**config.mk**
```make
export PLATFORM = sky130hd
export DESIGN_NAME = uart_rx_frame_ctrl
export DESIGN_NICKNAME = d
export VERILOG_FILES = /design/src/rtl/uart_rx_pkg.sv /design/src/rtl/uart_rx_edge_bit_counter.sv /design/src/rtl/uart_rx_frame_ctrl.sv
export SDC_FILE = /design/constraint.sdc
export NUM_CORES = 1
export LEC_CHECK = 0
export ABC_CLOCK_PERIOD_IN_PS = 3800
export CAP_MARGIN = 20
export CORE_ASPECT_RATIO = 1.2
export CORE_UTILIZATION = 36
export CTS_CLUSTER_DIAMETER = 30
export CTS_CLUSTER_SIZE = 24
export DETAILED_ROUTE_END_ITERATION = 7
export GPL_TIMING_DRIVEN = 1
export PLACE_DENSITY_LB_ADDON = 0.1
export SYNTH_ARGS = -nofsm -noshare
export SYNTH_HDL_FRONTEND = slang
export SYNTH_SLANG_ARGS = --single-unit
```
**constraint.sdc**
```tcl
create_clock -name clk -period 3.8 [get_ports clk]
set_clock_uncertainty 0.1 [all_clocks]
set_input_delay 0.76 -clock clk [delete_from_list [all_inputs] [get_ports clk]]
set_output_delay 0.76 -clock clk [all_outputs]
set_load 0.05 [all_outputs]
```
**src/rtl/uart_rx_pkg.sv**
```systemverilog
// Shared constants for the UART receive frame controller.
//   - Frame FSM state encoding (3-bit, legacy-compatible localparams)
//   - Parity type encoding for par_typ
//   - Capture offset: bit decisions are taken at edge_cnt == (prescale>>1) + CAPTURE_OFFSET,
//     one cycle after the sampling stage registers its final sample.
package uart_rx_pkg;

    localparam logic [2:0] IDLE   = 3'd0;
    localparam logic [2:0] START  = 3'd1;
    localparam logic [2:0] DATA   = 3'd2;
    localparam logic [2:0] PARITY = 3'd3;
    localparam logic [2:0] STOP   = 3'd4;

    localparam logic PAR_EVEN = 1'b0;
    localparam logic PAR_ODD  = 1'b1;

    localparam int CAPTURE_OFFSET = 2;

endpackage

```
**src/rtl/uart_rx_edge_bit_counter.sv**
```systemverilog
// Oversample edge counter and data-bit counter for the UART receiver.
// Ports:
//   clk, rst_n  : clock, asynchronous active-low reset
//   enable      : 1 = run; 0 = hold both counters at 0 (synchronous clear)
//   bit_en      : 1 = advance bit_cnt at the end of each bit period
//   prescale    : oversampling ratio (8 or 16)
//   edge_cnt    : oversample index within the current bit, 0..prescale-1
//   bit_cnt     : data bit index, 0..DATA_WIDTH-1
//   bit_end     : high while edge_cnt == prescale-1 (last cycle of a bit period)
//   capture     : high while edge_cnt is at the bit-decision point
module uart_rx_edge_bit_counter
    import uart_rx_pkg::*;
#(
    parameter int DATA_WIDTH = 8,
    parameter int PRESCALE_W = 5,
    parameter int BIT_W      = (DATA_WIDTH > 1) ? $clog2(DATA_WIDTH) : 1
) (
    input  logic                  clk,
    input  logic                  rst_n,
    input  logic                  enable,
    input  logic                  bit_en,
    input  logic [PRESCALE_W-1:0] prescale,
    output logic [PRESCALE_W-1:0] edge_cnt,
    output logic [BIT_W-1:0]      bit_cnt,
    output logic                  bit_end,
    output logic                  capture
);

    assign bit_end = (edge_cnt == prescale - PRESCALE_W'(1));
    assign capture = (edge_cnt == (prescale >> 1) + PRESCALE_W'(CAPTURE_OFFSET));

    // NOTE: sequential state uses non-blocking assignments so every register
    // samples pre-edge values regardless of statement order.
    always_ff @(posedge clk or negedge rst_n) begin
        if (!rst_n) begin
            edge_cnt <= '0;
            bit_cnt  <= '0;
        end else if (!enable) begin
            edge_cnt <= '0;
            bit_cnt  <= '0;
        end else begin
            if (bit_end) begin
                edge_cnt <= '0;
            end else begin
                edge_cnt <= edge_cnt + 1'b1;
            end
            if (bit_end && bit_en) begin
                if (bit_cnt == BIT_W'(DATA_WIDTH - 1)) begin
                    bit_cnt <= '0;
                end else begin
                    bit_cnt <= bit_cnt + 1'b1;
                end
            end
        end
    end

endmodule

```
**src/rtl/uart_rx_frame_ctrl.sv**
```systemverilog
// UART receive frame controller. Tracks start/data/parity/stop bit positions,
// drives the oversampling stage (edge_cnt, dat_samp_en), deserializes its
// majority-voted sampled_bit LSB-first, checks parity and stop, and presents
// p_data with a one-cycle data_valid strobe.
// Ports:
//   clk, rst_n   : oversampling clock, asynchronous active-low reset
//   rx_in        : serial line (idle high, already synchronized)
//   prescale     : oversampling ratio, 8 or 16; changed only while idle
//   par_en       : 1 = frame carries a parity bit
//   par_typ      : 0 = even parity, 1 = odd parity
//   sampled_bit  : majority-voted bit from the sampling stage
//   edge_cnt     : oversample index within the current bit
//   dat_samp_en  : sampling-stage enable (high outside IDLE)
//   p_data       : payload of the last good frame
//   data_valid   : one-cycle strobe, p_data updated
//   par_err      : parity mismatch in the current/last frame
//   stp_err      : stop bit sampled low in the current/last frame
module uart_rx_frame_ctrl
    import uart_rx_pkg::*;
#(
    parameter int DATA_WIDTH = 8,
    parameter int PRESCALE_W = 5
) (
    input  logic                  clk,
    input  logic                  rst_n,
    input  logic                  rx_in,
    input  logic [PRESCALE_W-1:0] prescale,
    input  logic                  par_en,
    input  logic                  par_typ,
    input  logic                  sampled_bit,
    output logic [PRESCALE_W-1:0] edge_cnt,
    output logic                  dat_samp_en,
    output logic [DATA_WIDTH-1:0] p_data,
    output logic                  data_valid,
    output logic                  par_err,
    output logic                  stp_err
);

    localparam int BIT_W = (DATA_WIDTH > 1) ? $clog2(DATA_WIDTH) : 1;

    logic [2:0]            state;
    logic [2:0]            state_next;
    logic [DATA_WIDTH-1:0] shift;
    logic [BIT_W-1:0]      bit_cnt;
    logic                  bit_end;
    logic                  capture;
    logic                  cnt_run;
    logic                  last_bit;

    // The counter runs only while staying inside a frame: it is cleared in
    // IDLE so START begins at 0, and on a START glitch abort so IDLE sees 0.
    assign cnt_run  = (state != IDLE) && (state_next != IDLE);
    assign last_bit = (bit_cnt == BIT_W'(DATA_WIDTH - 1));

    uart_rx_edge_bit_counter #(
        .DATA_WIDTH (DATA_WIDTH),
        .PRESCALE_W (PRESCALE_W),
        .BIT_W      (BIT_W)
    ) u_counter (
        .clk      (clk),
        .rst_n    (rst_n),
        .enable   (cnt_run),
        .bit_en   (state == DATA),
        .prescale (prescale),
        .edge_cnt (edge_cnt),
        .bit_cnt  (bit_cnt),
        .bit_end  (bit_end),
        .capture  (capture)
    );

    // NOTE: state_next gets a default before the case so no path leaves it
    // unassigned, which would otherwise infer a latch.
    always_comb begin
        state_next = state;
        case (state)
            IDLE: begin
                if (!rx_in) state_next = START;
            end
            START: begin
                // A high sample at the decision point means the falling edge was noise.
                if (capture && sampled_bit) state_next = IDLE;
                else if (bit_end)           state_next = DATA;
            end
            DATA: begin
                if (bit_end && last_bit) state_next = par_en ? PARITY : STOP;
            end
            PARITY: begin
                if (bit_end) state_next = STOP;
            end
            STOP: begin
                if (bit_end) state_next = IDLE;
            end
            default: state_next = IDLE;
        endcase
    end

    always_ff @(posedge clk or negedge rst_n) begin
        if (!rst_n) begin
            state       <= IDLE;
            dat_samp_en <= 1'b0;
            shift       <= '0;
            p_data      <= '0;
            data_valid  <= 1'b0;
            par_err     <= 1'b0;
            stp_err     <= 1'b0;
        end else begin
            state       <= state_next;
            dat_samp_en <= (state_next != IDLE);
            data_valid  <= 1'b0;
            case (state)
                IDLE: begin
                    // Flags describe one frame; a new start edge discards the old ones.
                    if (!rx_in) begin
                        par_err <= 1'b0;
                        stp_err <= 1'b0;
                    end
                end
                DATA: begin
                    if (capture) shift <= {sampled_bit, shift[DATA_WIDTH-1:1]};
                end
                PARITY: begin
                    if (capture) par_err <= (sampled_bit != (^shift ^ (par_typ == PAR_ODD)));
                end
                STOP: begin
                    if (capture) stp_err <= ~sampled_bit;
                    // Capture precedes bit_end, so both flags are final here.
                    if (bit_end && !par_err && !stp_err) begin
                        p_data     <= shift;
                        data_valid <= 1'b1;
                    end
                end
                default: ;
            endcase
        end
    end

endmodule

```
; After elaboration in Yosys (flattened, before gate mapping)
; Cells that the tools add are included.
[totals]
regBits = 31
latchBits = 0
ram_bits = 0
romBits = 0
input_bits = 11
output_inout_bits = 17
word_cells = 65
mem_count = 0
[op_classes]
n_addsub = 4
n_mul = 0
div = 0
n_lt_le_gt_ge = 0
eq_ne = 12
shift = 0
muxes = 20
bitwise_logic = 2
reduce_logical = 18
[op_table]
columns = cell, count
row1 = 2-to-1 mux 3 bit, 10
row2 = one-hot mux 3 bit (5 select lines), 1
row3 = == test 5 bit, 2
row4 = 2-to-1 mux 5 bit, 2
row5 = != test 2 bit (second input constant), 4
row6 = parity 8 bit, 1
row7 = == test 3 x 2 -> 1 bit (second input constant), 2
row8 = == test 3 bit (second input constant), 2
row9 = logical AND 1 bit, 6
row10 = AND reduction 3 bit, 2
row11 = nonzero test 3 bit, 2
row12 = adder 4 x 2 -> 5 bit (second input constant), 1
row13 = adder 5 x 1 -> 5 bit (second input constant), 1
row14 = 2-to-1 mux 1 bit, 5
row15 = subtractor 5 x 1 -> 5 bit (second input constant), 1
row16 = one-hot mux 1 bit (2 select lines), 2
row17 = AND reduction 2 bit, 2
row18 = nonzero test 2 bit, 2
row19 = adder 3 x 1 -> 3 bit (second input constant), 1
row20 = == test 3 x 1 -> 1 bit (second input constant), 1
row21 = zero test 3 bit, 1
row22 = zero test 1 bit, 2
row23 = != test 1 bit, 1
row24 = NOT 1 bit, 1
row25 = bitwise XOR 1 bit, 1

; Longest topological paths before layout
[logic_depth]
ltp_word = 8
ltp_mapped = 8
mapped_depth_nobuf = 7

; Cells and area by module
; A second synthesis with hierarchy kept.
[hier_totals]
cells_unflattened = 151
hier_area_um2 = 1705.4
[modules_own_cells]
columns = module, instances, cells_each, area_each_um2, seq_area_each_um2
row1 = uart_rx_frame_ctrl, 1, 87, 1084.8, 575.6
row2 = uart_rx_edge_bit_counter, 1, 64, 620.6, 200.2

; Worst setup path after synthesis
; OpenSTA, ideal clock, no wires.
[synth_timing]
path_kind = input to register
from = input prescale[2]
to = register shift[7]
setup_time_ns = 0.125
arrival_time_ns = 2.591
t_required_ns = 3.575
slack_ns = 0.984
stages = 8
n_path_buf = 1
cell_sequence = buf_6 > inv_1 > ha_1 > xor2_1 > nor3_1 > o21ai_0 > nor3_2 > mux2_2
[synth_between]
elab_chain_cells = 3
[synth_lines]
columns = element, line
row1 = "start, declared", uart_rx_frame_ctrl.sv:27  ; input logic [PRESCALE_W-1:0] prescale,
row2 = adder 4 x 2 -> 5 bit, uart_rx_edge_bit_counter.sv:30  ; assign capture = (edge_cnt == (prescale >> 1) + PRESCALE_W'(CAPTURE_OFFSET));
row3 = == test 5 bit, uart_rx_edge_bit_counter.sv:30
row4 = AND reduction 2 bit (no line), n/a
row5 = "end signal, assigned", uart_rx_frame_ctrl.sv:119  ; if (capture) shift <= {sampled_bit, shift[DATA_WIDTH-1:1]};
row6 = "end, declared", uart_rx_frame_ctrl.sv:43  ; logic [DATA_WIDTH-1:0] shift;
; No other way between the ends.
; A chain may end at the register's enable or synchronous reset.

; Worst setup path after layout
[layout_timing]
from = input prescale[2]
to = register shift[5]
; The elaborated chain is that of the path after synthesis.

==> results_dict.tcl <==
set metrics [dict create \
    wire_per_inst_um 14.5 \
    area_of_the_mapped_netlist_mm2 0.00174 \
    crit_path_start_kind "input port" \
    portBuffers 27 \
    critical_path.n_buffers_inverters 3 \
    vias 1265 \
    sequential_cell_area_fraction_in_the_yosys_report 0.445 \
    worst-path-max-fanout 8 \
    final_layout_size_suffix_gt1_frac 0.147 \
    core.rowCount 27 \
    first_iter_violations 41 \
    holdCritPathClass "flop to flop" \
    number_of_cells_produced_by_synthesis 158 \
    routed_via_density 5.08 \
    first_global_vias 1364 \
    final-hold-violation-count 0 \
    maxSlewHeadroom 0.582 \
    cp_max_stage_cell "sky130_fd_sc_hd__clkdlybuf4s50_1" \
    layout.filler_cells 435 \
    final.min_clock_period_ps 3150 \
    hold-path-cell-count 1 \
    postRouteWirelength_um 3620 \
    final_max_slew_viol_count 0 \
    worst_reg_to_reg_cells 4 \
    synthFlopType "sky130_fd_sc_hd__dfrtp_1" \
    post-layout-total-power_mw 1.20 \
    cts_hold_repair.buffers 0 \
    cp.required_ps 3870 \
    final_net_count 208 \
    max-vdd-ir-drop_v 0.000228 \
    instances_no_fill 249 \
    power.density_cell_area_mw_per_mm2 556 \
    status "completed" \
    die_area_mm2 0.00513 \
    tightestPinTransition_ps 621 \
    post_cts.repair.setup_buffers 0 \
    synth-seq-cells 31 \
    die_h_um 78.3 \
    synth_cell_types 41 \
    clk_latency_ps 280 \
    drv_cap 0 \
    total_leakage_power_nw 0.987 \
    final-setup-viol-count 0 \
    postRouteAntennaNets 0 \
    grt_pass1_wl_um 6180 \
    clk_pin_slew_worst_paths_ps 70 \
    rsz0062_at_grt "false" \
    antenna_violations_before_repair 0 \
    grt_max_degree 32 \
    worstSetupPathDepth 9 \
    die-width_um 65.5 \
    dp_hpwl_um 2630 \
    tritoncts "done" \
    detail_route.drc_violations 0 \
    clock_tree.htree_level_count 2 \
    multi_input_area_um2 915 \
    arrival_ps 3220 \
    overflow 0 \
    clock_sink_count 31 \
    synth_edf_count 0 \
    min_period_over_period 0.829 \
    global_route.usage.total 0.160 \
    place_congestion 0.823 \
    antenna_cells 0 \
    synthesis.area_per_instance_um2 11.0 \
    ctsResizeCount 0 \
    finalSetupTns_ps 0 \
    path_delay_family "buffers and inverters" \
    postSynthNetCount 176 \
    core-area_mm2 0.00463 \
    cts_inserted_buffers 5 \
    dp_cells 241 \
    worstSetupPathType "input port to flop" \
    max_freq_mhz 317 \
    synthToLayoutAreaGrowth_pct 24.0 \
    floorplan.initialDensity 0.377 \
    cts_buffer_depth 2 \
    cts-root-buf "sky130_fd_sc_hd__clkbuf_8" \
    postLayoutCoreUtil 0.467 \
    synthArstFlopShare 1.00 \
    critical_path.cell_chain "clkdlybuf4s50_1, inv_1, ha_1, xor2_1, nor3_1, o21ai_0, nor3_2, buf_4, mux2_2" \
    worst_path_largest_cell_delay_ps 620 \
    floorplan.io_pins 28 \
    synthesis.yosys.warnings 0 \
    detailedRoute.firstPassIterationCount 4 \
    crit_path_end_kind "flop" \
    ff_latch_area_um2 776 \
]
report_power, final:
| part | leakage [nW] | switching (mW) | total [mW] | internal, mW |
|---|---|---|---|---|
| clock | 0.0412 | 0.123 | 0.251 | 0.128 |
| sequential | 0.415 | 0.0789 | 0.454 | 0.375 |
| combinational | 0.531 | 0.293 | 0.497 | 0.204 |
| total | 0.987 | 0.495 | 1.20 | 0.707 |
sequential cells by signal, indices dropped and copies added (netlist names):
| name | cells |
|---|---|
| par_err | 1 |
| p_data | 8 |
| shift | 8 |
| dat_samp_en | 1 |
| stp_err | 1 |
| data_valid | 1 |
| u_counter.edge_cnt | 5 |
| state | 3 |
| u_counter.bit_cnt | 3 |
stage by stage:
stage / instance area [um2] / hold WS [ps] / setup WS [ps]
final: 2160 / 406 / 650
after global routing: 2160 / 419 / 469
after CTS: 2160 / 412 / 656
after detailed placement: 2080 / 396 / 358
after global placement: 2080 / 372 / 420
after floorplan: 1740 / 364 / 984
Yosys cell counts, types with 2 or more instances:
library cell	count	area, um2
sky130_fd_sc_hd__nand3_1	3	15.0
sky130_fd_sc_hd__mux2_2	15	169
sky130_fd_sc_hd__o211ai_1	2	15.0
sky130_fd_sc_hd__o21ai_0	4	20.0
sky130_fd_sc_hd__nor2_1	7	26.3
sky130_fd_sc_hd__nor4_1	5	31.3
sky130_fd_sc_hd__or2_2	2	12.5
sky130_fd_sc_hd__a21oi_1	8	40.0
sky130_fd_sc_hd__xnor2_1	14	123
sky130_fd_sc_hd__nand3b_1	2	15.0
sky130_fd_sc_hd__xor2_1	7	61.3
sky130_fd_sc_hd__nor3_1	6	30.0
sky130_fd_sc_hd__inv_1	8	30.0
sky130_fd_sc_hd__mux2i_1	5	50.1
sky130_fd_sc_hd__nand2_1	5	18.8
sky130_fd_sc_hd__nand2b_1	2	12.5
sky130_fd_sc_hd__dfrtp_1	31	776
sky130_fd_sc_hd__clkbuf_1	2	7.51
sky130_fd_sc_hd__ha_1	7	87.6
sky130_fd_sc_hd__or3_1	2	12.5
cells by family after synthesis:
kind of cell,Yosys count,share of synthesized area
multiplexers,21,0.132
flip-flops,31,0.445
buffers and inverters,12,0.0308
adder cells (fa/ha/maj),7,0.0502
AO/OA/AOI/OAI,24,0.0861
AND/OR/NAND/NOR,41,0.137
XOR/XNOR,22,0.119
layer usage:
layer / part of all wire / track usage
met5: 0 / 0
met4: 0.019 / 0.0783
met1: 0.45 / 0.191
met2: 0.50 / 0.264
met3: 0.032 / 0.0392
worst paths after layout:
check	slack, ps	to	from
worst max-delay path	650	shift[5]$_DFFE_PN0P_	prescale[2]
worst min-delay path	410	p_data[0]$_DFFE_PN0P_	p_data[0]$_DFFE_PN0P_
worst max register to register	1250	p_data[7]$_DFFE_PN0P_	u_counter.edge_cnt[2]$_DFF_PN0_
worst min register to register	410	p_data[0]$_DFFE_PN0P_	p_data[0]$_DFFE_PN0P_
max in group asynchronous	2540	shift[7]$_DFFE_PN0P_	rst_n
min in group asynchronous	760	p_data[1]$_DFFE_PN0P_	rst_n
cell usage in the layout (no fill, tap or decap), types with 3 or more instances in the layout:
cell                               n
sky130_fd_sc_hd__a21oi_1           8
sky130_fd_sc_hd__clkbuf_8          5
sky130_fd_sc_hd__clkdlybuf4s50_1  27
sky130_fd_sc_hd__dfrtp_1          31
sky130_fd_sc_hd__ha_1              7
sky130_fd_sc_hd__inv_1             8
sky130_fd_sc_hd__mux2_2           15
sky130_fd_sc_hd__mux2i_1           5
sky130_fd_sc_hd__nand2_1           5
sky130_fd_sc_hd__nand3_1           3
sky130_fd_sc_hd__nor2_1            7
sky130_fd_sc_hd__nor3_1            6
sky130_fd_sc_hd__nor4_1            5
sky130_fd_sc_hd__o21ai_0           4
sky130_fd_sc_hd__xnor2_1          14
sky130_fd_sc_hd__xor2_1            7
cell type report:
cell class | instances | area share
Clock inverter | 2 | 0.00578
Inverter | 8 | 0.0139
Timing Repair Buffer | 29 | 0.132
Tap cell | 58 | 0.0335
Sequential cell | 31 | 0.359
Multi-Input combinational cell | 115 | 0.423
Clock buffer | 6 | 0.0335
(Power assumes the default switching activity.)
